**src/rtl/int_arbiter.sv**
```systemverilog
// Interrupt front end: per-line 3-flop synchronizer, rising-edge capture into
// pending bits, and a lowest-index-first request/acknowledge presenter.
module int_arbiter #(
  parameter int N    = 4,
  parameter int ID_W = 2
) (
  input  logic            clk,
  input  logic            reset,
  input  logic [N-1:0]    int_in,
  input  logic [N-1:0]    int_mask,
  input  logic            int_ack,
  output logic            int_out,
  output logic [ID_W-1:0] int_id,
  output logic [N-1:0]    pending
);

  typedef enum logic [1:0] {
    S_IDLE = 2'd0,
    S_REQ  = 2'd1,
    S_GAP  = 2'd2
  } state_t;

  state_t          state_q, state_d;
  logic [N-1:0]    s1_q, s1_d;
  logic [N-1:0]    s2_q, s2_d;
  logic [N-1:0]    s3_q, s3_d;
  logic [N-1:0]    prev_q, prev_d;
  logic [N-1:0]    pend_q, pend_d;
  logic            int_out_q, int_out_d;
  logic [ID_W-1:0] int_id_q, int_id_d;

  logic [N-1:0]    rise;
  logic [N-1:0]    clr;
  logic [N-1:0]    avail;
  logic            any_avail;
  logic [ID_W-1:0] low_id;

  always_comb begin
    s1_d   = int_in;
    s2_d   = s1_q;
    s3_d   = s2_q;
    prev_d = s3_q;
    rise   = s3_q & ~prev_q;
  end

  // Descending scan so the last hit, i.e. the lowest set index, wins.
  always_comb begin
    avail     = pend_q & ~int_mask;
    any_avail = |avail;
    low_id    = '0;
    for (int i = N - 1; i >= 0; i--) begin
      if (avail[i]) begin
        low_id = ID_W'(i);
      end
    end
  end

  always_comb begin
    state_d   = state_q;
    int_out_d = int_out_q;
    int_id_d  = int_id_q;
    clr       = '0;
    case (state_q)
      S_IDLE: begin
        if (any_avail) begin
          int_id_d  = low_id;
          int_out_d = 1'b1;
          state_d   = S_REQ;
        end
      end
      S_REQ: begin
        if (int_ack) begin
          clr[int_id_q] = 1'b1;
          int_out_d     = 1'b0;
          state_d       = S_GAP;
        end
      end
      S_GAP: begin
        state_d = S_IDLE;
      end
      default: begin
        int_out_d = 1'b0;
        state_d   = S_IDLE;
      end
    endcase
    // A fresh edge on the line being acknowledged keeps it pending.
    pend_d = (pend_q & ~clr) | rise;
  end

  always_ff @(posedge clk) begin
    if (reset) begin
      state_q   <= S_IDLE;
      s1_q      <= '0;
      s2_q      <= '0;
      s3_q      <= '0;
      prev_q    <= '0;
      pend_q    <= '0;
      int_out_q <= 1'b0;
      int_id_q  <= '0;
    end else begin
      state_q   <= state_d;
      s1_q      <= s1_d;
      s2_q      <= s2_d;
      s3_q      <= s3_d;
      prev_q    <= prev_d;
      pend_q    <= pend_d;
      int_out_q <= int_out_d;
      int_id_q  <= int_id_d;
    end
  end

  assign int_out = int_out_q;
  assign int_id  = int_id_q;
  assign pending = pend_q;

endmodule
```
**config.mk**
```make
export PLATFORM = sky130hd
export DESIGN_NAME = int_arbiter
export DESIGN_NICKNAME = d
export VERILOG_FILES = /design/src/rtl/int_arbiter.sv
export SDC_FILE = /design/constraint.sdc
export NUM_CORES = 1
export LEC_CHECK = 0
export BUFFER_PORTS_ARGS = -buffer_cell sky130_fd_sc_hd__buf_2
export CORE_MARGIN = 1.5
export CORE_UTILIZATION = 40
export CTS_CLUSTER_DIAMETER = 40
export DETAILED_ROUTE_END_ITERATION = 10
export GPL_ROUTABILITY_DRIVEN = 0
export SLEW_MARGIN = 10
export SYNTH_ARGS = -nofsm -noshare
export SYNTH_HDL_FRONTEND = slang
export SYNTH_SLANG_ARGS = --single-unit
export TNS_END_PERCENT = 20
```
**constraint.sdc**
```tcl
create_clock -name clk -period 1.4 [get_ports clk]
set_clock_uncertainty 0.1 [all_clocks]
set_input_delay 0.14 -clock clk [delete_from_list [all_inputs] [get_ports clk]]
set_output_delay 0.14 -clock clk [all_outputs]
set_load 0.01 [all_outputs]
```
# Yosys cells after proc, flatten, opt, wreduce, memory -nomap -nowiden
# Cells that the tools add are included.
classes:
  n_div: 0
  addsub: 0
  magnitude_cmp: 2
  muxes: 14
  n_reduce_logical: 6
  shift: 0
  n_mul: 0
  eq_ne: 4
  n_bitwise: 8
ops:
  columns: ["cell", "n"]
  rows:
  - ["AND 4 bit", 3]
  - ["2-to-1 mux 2 bit", 6]
  - ["NOT 4 bit", 3]
  - ["2-to-1 mux 4 bit", 2]
  - ["inequality test 2 bit, second input constant", 2]
  - ["OR 4 bit", 1]
  - ["one-hot mux 2 bit (2 select lines)", 1]
  - ["AND reduction 2 bit", 2]
  - ["OR reduction 4 bit", 1]
  - ["< comparator 2 x 3 -> 1 bit, second input constant", 1]
  - ["2-to-1 mux 1 bit", 3]
  - ["one-hot mux 1 bit (3 select lines)", 1]
  - ["AND reduction 3 bit", 1]
  - ["demux 1 bit (select 2 bit)", 1]
  - ["equality test 2 x 1 -> 1 bit, second input constant", 1]
  - ["equality test 2 bit, second input constant", 1]
  - [">= comparator 2 x 1 -> 1 bit, second input constant", 1]
  - ["logical NOT 2 bit", 1]
  - ["logical AND 1 bit", 1]
  - ["NOT 1 bit", 1]
totals:
  mem_bits_ro: 0
  mem_bits_rw: 0
  reg_bits: 25
  inputBits: 11
  mem_count: 0
  latchBits: 0

# Longest topological paths before layout
# Gate-level depths: netlist (run 1).
logic_depth:
  ltp_word: 9
  depth_mapped: 4
  depth_no_buf: 4

# Worst setup path after synthesis (run 1)
# No wires, ideal clock.
synth_timing:
  kind: "flip-flop to flip-flop"
  startpoint: "register int_id_q[0], in the netlist int_id[0]"
  endpoint: "register pend_q[3], in the netlist pending[3]"
  t_arrival_ns: 1.132
  slack_ns: 0.040
  period_less_slack_ns: 1.360
  stages_incl_launch_ff: 5
  n_path_buf: 0
  t_required_ns: 1.172
  cell_sequence: "dfxtp_1 > inv_1 > or4_1 > a21oi_1 > nor2_1"
synth_via:
  elab_chain_cells: 9
  elab_cells_between_ends: 10
  classes_between: "2 x order compare; 4 x mux; 3 x bitwise; 1 x reduce/logical"
synth_rtl:
  columns: ["item", "line_no", "rtl"]
  rows:
  - ["from (decl)", "30", "logic [ID_W-1:0] int_id_q, int_id_d;"]
  - ["from (signal assigned)", "108", "int_id_q <= int_id_d;"]
  - ["< comparator 2 x 3 -> 1 bit (implied by the code) or >= comparator 2 x 1 -> 1 bit (tied branches)", "73", "clr[int_id_q] = 1'b1;"]
  - ["logical AND 1 bit (implied by the code)", "73", null]
  - ["2-to-1 mux 1 bit (implied by the code)", "73", null]
  - ["demux 1 bit (select 2 bit) (*)", "73", null]
  - ["2-to-1 mux 4 bit (*)", "72", "if (int_ack) begin"]
  - ["2-to-1 mux 4 bit (*)", "63", "case (state_q)"]
  - ["NOT 4 bit (*)", "87", "pend_d = (pend_q & ~clr) | rise;"]
  - ["AND 4 bit (*)", "87", null]
  - ["OR 4 bit (*)", "87", null]
  - ["to (signal assigned)", "106", "pend_q <= pend_d;"]
  - ["to (decl)", "28", "logic [N-1:0] pend_q, pend_d;"]
# Every way passes the cells marked *; elsewhere a longest branch is shown, timed or not.
# A chain may end at the register's enable or synchronous reset.

# Worst setup path after layout (run 1)
layout_timing:
  startpoint: "input port int_ack"
  endpoint: "register pend_q[3], in the netlist pending[3]"
layout_via:
  elab_chain_cells: 5
layout_rtl:
  columns: ["item", "line_no", "rtl"]
  rows:
  - ["from (decl)", "11", "input logic int_ack,"]
  - ["2-to-1 mux 4 bit", "72", null]
  - ["2-to-1 mux 4 bit", "63", null]
  - ["NOT 4 bit", "87", null]
  - ["AND 4 bit", "87", null]
  - ["OR 4 bit", "87", null]
# No other way between the ends.

==> flow_summary_export.csv, run 1 <==
group,metric,value,unit
clock_tree,cts_resized,0,
timing,max_freq,0.758,GHz
yosys,synthArstFlopShare,0,%
clock_tree,clock-sinks,25,
die,start_util,42.2,%
die,core,1960,µm²
pwr,powerDensity,1120,nW/µm²
clock_tree,cts-root-buf,"clkbuf_4",
setup_path,crit_buf_inv,2,
pwr,pwr-share-clk,28.3,%
clock_tree,htree_levels,1,
setup_path,regToRegEndpoint,"pending[3]",
die,die-area,2350,µm²
yosys,synth_area_leaders,"dfxtp_1, nor2b_1, nand2b_1, a21oi_1, o41ai_1",
global_route,antenna_found_initial,0,
global_route,grt_start_max_net_pins,17,
yosys,ys_seq_elements,25,
timing,fin_crit,1320,ps
worst_hold_path,hold_start,"reset",
setup_path,crit_family,"buffers and inverters",
timing,setup_viol,0,
yosys,synth.top_cell.area_share,60.4,%
timing,maxSlewViolCount,0,
timing,timing.setup.tns,0,ps
die,num_rows,16,
setup_path,setup.worst_path.start_class,"input port",
pwr,seq_power_share,63.4,%
timing,whs,61.7,ps
yosys,synth_seq_area_share,60.4,%
yosys,synth_flop_cell,"dfxtp_1",
setup_path,worstReg2RegStart,"int_id[0]",
clock_tree,cts-hold-fix-buffers,5,
clock_tree,clk_pin_slew,150,ps
yosys,synthTopCellsByCount,"dfxtp_1, nor2b_1, nand2b_1",
place,dp_hpwl,950,µm
yosys,synth_nets,92,
setup_path,reg2reg_setup_slack,90,ps
die,die_h,48.5,µm
worst_hold_path,hp-class,"input port to flip-flop",
setup_path,r2r_cells,4,
yosys,syn_area,828,µm²
yosys,ys_types,18,
worst_hold_path,whs_path_depth,2,
global_route,first_global_vias,568,
clock_tree,post-cts-setup-buffers,0,
finish,diodes,0,
yosys,avgSynthCellArea,10.2,µm²
die,die_w,48.5,µm
setup_path,crit_fanout,3,
global_route,grt.overflow.total,0,
run_status,status,"finished clean",
finish,final_nets,122,
place,post-place-cells,128,
pwr,internal_power,0.908,mW
pwr,netSwitchingPower,0.274,mW
pwr,combPwrFrac,8.4,%
detailed_routing,ant_nets,0,
clock_tree,cts_tree,"done",
setup_path,cp.arrival,1430,ps
clock_tree,clockBufferDepth,2,
die,io_pins,18,
setup_path,cp-end-kind,"flip-flop",
finish,finish.utilization,54.0,%
timing,worst_pin_slew,304,ps
pwr,netSwitchingFraction,23.2,%
pwr,p_leak,0.449,nW
detailed_routing,drt_iter0_markers,0,
detailed_routing,via_per_inst,4.59,
timing,slew_headroom,79.2,%
timing,fin_crit_sh,94.2,%
worst_hold_path,min_to,"s2_q[2]",
finish,drive_gt1_share,23.6,%
yosys,synth_cells,81,
clock_tree,numCtsBuffers,3,
place,place.port_buffers,17,
detailed_routing,vias,629,
finish,area_growth_syn_to_layout,27.8,%
detailed_routing,avgRoutedWirePerCell,9.81,µm
timing,final_hold_viol_count,0,
detailed_routing,drt-pass1-iter-count,1,
setup_path,crit_chain,"dlygate4sd3_1 > buf_2 > nand2_1 > or4_1 > a21oi_1 > nor2_1",
global_route,grt_pass1_wl,2.27,mm
global_route,grt_usage,12.2,%
setup_path,crit_required,1510,ps
finish,n_fill_cell,190,
setup_path,cp_slowest_stage_delay,510,ps
finish,final-instance-count-excl-fill,137,
detailed_routing,route.detailed.drc,0,
setup_path,critPathKind,"input port to flip-flop",
yosys,synth-edff-count,0,
setup_path,crit_path_top_delay_cell,"dlygate4sd3_1",
yosys,synth.most_common_cell,"dfxtp_1",
clock_tree,clk_latency,320,ps
timing,rsz0062_at_grt,"no",
detailed_routing,wirelength,1.34,mm
yosys,yosys.area.top_type,"dfxtp_1",
pwr,finalPower,1.18,mW
pwr,irDropWorstVdd,0.000724,V
job,cap_violations,0,
yosys,yosysWarningCount,0,
[final cells by class]
class                   count  area, µm²  area share (%)
repair buffers             27        173            16.3
clock buffers               3       22.5            2.13
flip-flops and latches     25        500            47.3
multi-input cells          52        313            29.6
inverters                   2       7.51           0.709
well taps                  27       33.8            3.19
clock inverters             1       8.76           0.827
[metal layers]
layer  track usage, %  vias to the layer above  part of all wire (%)
li1                 -                      328                     -
met1             13.8                      288                    49
met2             21.3                       13                    47
met3             3.40                        0                   4.4
met4             5.71                        0                     0
met5                0                        -                     0
[cell families after synthesis]
logic type / share of synthesized area, %
muxes: 1.21
AOI/OAI and AO/OA: 9.97
and+or+nand+nor: 26.6
DFF: 60.4
buffers and inverters: 1.81
[registers in the layout, summed over array words and instances (netlist names)]
| register | flops |
|---|---|
| pending | 4 |
| prev_d | 4 |
| prev_q | 4 |
| s1_q | 4 |
| s2_q | 4 |
| int_id | 2 |
| state_q | 2 |
| int_out | 1 |
[worst max-delay path by stage]
stage	from	to	slack (ps)	cells after the start
3_5_place_dp	int_id[0]	pending[3]	120	4
2_1_floorplan	int_id[0]	pending[3]	40	4
3_3_place_gp	int_id[0]	pending[3]	130	4
4_1_cts	int_id[0]	pending[3]	80	4
5_1_grt	int_id[0]	pending[3]	30	4
6_report	int_ack	pending[3]	80	6
[power by group through the flow]
stage	Combinational [mW]	Clock [mW]	Sequential, mW
after floorplan	0.0450	0	0.769
after global placement	0.0874	0	0.765
after detailed placement	0.0892	0	0.765
after CTS	0.100	0.347	0.749
after global routing	0.109	0.389	0.753
final	0.0987	0.334	0.749
[metrics by stage]
stage,setup WS [ps],cell area (µm²)
detailed placement,125,977
global placement,131,977
global route,27.5,1060
CTS,83.0,1060
finish,80.6,1060
floorplan,40.4,828
[cell usage in the layout, fill, tap and decap left out, drive strengths merged, types with 2 or more instances in the layout]
cell type and count:
a21oi 6, inv 3, nand2b 7, clkbuf 3, dfxtp 25, buf 22, o21ai 2, nor2b 18
dlygate4sd3 5, nand2 5, nor2 3, o41ai 3
Power figures use the tool's default switching activity.
==> run 2, diff against run 1 <==
--- a/config.mk
+++ b/config.mk
@@ -7,10 +7,11 @@
 export LEC_CHECK = 0
 export BUFFER_PORTS_ARGS = -buffer_cell sky130_fd_sc_hd__buf_2
 export CORE_MARGIN = 1.5
-export CORE_UTILIZATION = 40
+export CORE_UTILIZATION = 45
 export CTS_CLUSTER_DIAMETER = 40
 export DETAILED_ROUTE_END_ITERATION = 10
 export GPL_ROUTABILITY_DRIVEN = 0
+export PLACE_DENSITY = 0.68
 export SLEW_MARGIN = 10
 export SYNTH_ARGS = -nofsm -noshare
 export SYNTH_HDL_FRONTEND = slang
==> run 2 against run 1 <==
Net effect: total power is 2.5% lower; critical path type unchanged; first-iteration DRC count is 6 higher; register-to-register slack hardly changed; critical path depth stayed put; cell count is 2.2% lower; clock power is 8.7% lower; critical endpoint unchanged; via count is 0.95% lower; count of clock-buffer cells in the layout is 1 higher.
==> flow_summary_export.csv, run 2 (synthesis results as in run 1) <==
group,metric,value,unit
clock_tree,clk_latency,310,ps
finish,final_nets,121,
pwr,seq_power_share,65.0,%
finish,n_fill_cell,160,
run_status,status,"finished clean",
die,num_rows,15,
pwr,p_leak,0.443,nW
finish,layout_commonest_cell,"dfxtp_1",
timing,whs,143,ps
pwr,pwr-share-clk,26.5,%
finish,multiInputGateArea,320,µm²
clock_tree,numCtsBuffers,3,
timing,slew_headroom,71.9,%
setup_path,crit_chain,"dlygate4sd3_1 > buf_2 > nand2_1 > or4_4 > a21oi_2 > nor2_1",
place,place.port_buffers,17,
clock_tree,clockBufferDepth,2,
pwr,netSwitchingFraction,21.7,%
setup_path,cp_slowest_stage_delay,520,ps
job,cap_violations,0,
pwr,combPwrFrac,8.5,%
finish,final_cell_mix,"dfxtp_1, nor2b_1, buf_2",
pwr,netSwitchingPower,0.251,mW
timing,timing.setup.tns,0,ps
die,die-area,2110,µm²
setup_path,crit_path_top_delay_cell,"dlygate4sd3_1",
global_route,antenna_found_initial,0,
timing,setup_viol,0,
finish,drive_gt1_share,23.9,%
clock_tree,clk_pin_slew,120,ps
clock_tree,cts-root-buf,"clkbuf_4",
clock_tree,cts_tree,"done",
clock_tree,htree_levels,1,
detailed_routing,drt-pass1-iter-count,4,
clock_tree,clock-sinks,25,
detailed_routing,via_per_inst,4.65,
setup_path,crit_required,1500,ps
timing,final_hold_viol_count,0,
die,start_util,48.0,%
finish,area_growth_syn_to_layout,26.9,%
detailed_routing,ant_nets,0,
timing,fin_crit,1340,ps
die,die_h,45.9,µm
detailed_routing,route.detailed.drc,0,
setup_path,crit_fanout,3,
worst_hold_path,hp-class,"input port to flip-flop",
global_route,grt_start_max_net_pins,27,
detailed_routing,avgRoutedWirePerCell,10.2,µm
global_route,first_global_vias,581,
pwr,irDropWorstVdd,0.000689,V
timing,max_freq,0.745,GHz
timing,worst_pin_slew,421,ps
global_route,grt.overflow.total,0,
pwr,powerDensity,1100,nW/µm²
setup_path,cp.arrival,1440,ps
timing,rsz0062_at_grt,"no",
timing,maxSlewViolCount,0,
detailed_routing,drt_iter0_markers,6,
setup_path,critPathKind,"input port to flip-flop",
place,post-place-cells,125,
setup_path,cp-end-kind,"flip-flop",
detailed_routing,vias,623,
pwr,internal_power,0.902,mW
global_route,grt_usage,15.5,%
detailed_routing,wirelength,1.36,mm
die,io_pins,18,
die,die_w,45.9,µm
place,dp_hpwl,954,µm
global_route,grt_pass1_wl,2.24,mm
finish,diodes,0,
finish,final-instance-count-excl-fill,134,
setup_path,setup.worst_path.start_class,"input port",
finish,ff_latch_area,500,µm²
timing,fin_crit_sh,95.8,%
die,core,1730,µm²
## run 2: worst max-delay path: cells and delay by family
family | cells | cell delay, ps
and+or+nand+nor | 3 | 530
AOI/OAI and AO/OA | 1 | 120
buffers and inverters | 2 | 640
## run 2: power groups by stage
stage	registers [mW]	clock network, mW	logic, mW
floorplan	0.769	0	0.0450
global placement	0.764	0	0.0853
detailed placement	0.765	0	0.0873
CTS	0.749	0.324	0.0982
global route	0.754	0.345	0.110
finish	0.749	0.305	0.0978
## run 2: cell type report
class	instances	area share [%]
well taps	25	2.98
clock buffers	4	2.50
flip-flops and latches	25	47.6
inverters	2	0.714
multi-input cells	52	30.5
repair buffers	26	15.7
## run 2: path summary, 6_finish.rpt
check,endpoint,slack [ps],from,cells past startpoint
hold / removal,pending[3],140,reset,2
setup reg to reg,pending[3],100,state_q[0],4
setup / recovery,pending[3],60,int_ack,6
hold reg to reg,prev_d[0],350,s2_q[0],1
## run 2: through the flow
stage,utilization [%],power [mW],setup slack [ps],area [µm²]
floorplan,-,0.814,40.4,828
global placement,56.0,0.850,132,967
global route,60.9,1.21,30.0,1050
detailed placement,56.0,0.852,81.3,967
finish,60.9,1.15,58.1,1050
CTS,60.4,1.17,43.9,1040
## run 2: timing repair
item | in CTS | in global routing
endpoints found under the hold margin | 5 | 0
endpoints found under the setup margin | 0 | 1
resized for setup | 0 | 2
setup buffers | 0 | 0
hold buffers | 5 | 0
## run 2: per-layer routing
| layer | routed length (µm) | GRT usage (%) | vias to the layer above |
|---|---|---|---|
| met2 | 631 | 25.6 | 15 |
| li1 | - | - | 329 |
| met5 | 0 | 0 | - |
| met4 | 12 | 10.3 | 0 |
| met3 | 54 | 2.38 | 2 |
| met1 | 662 | 18.3 | 277 |
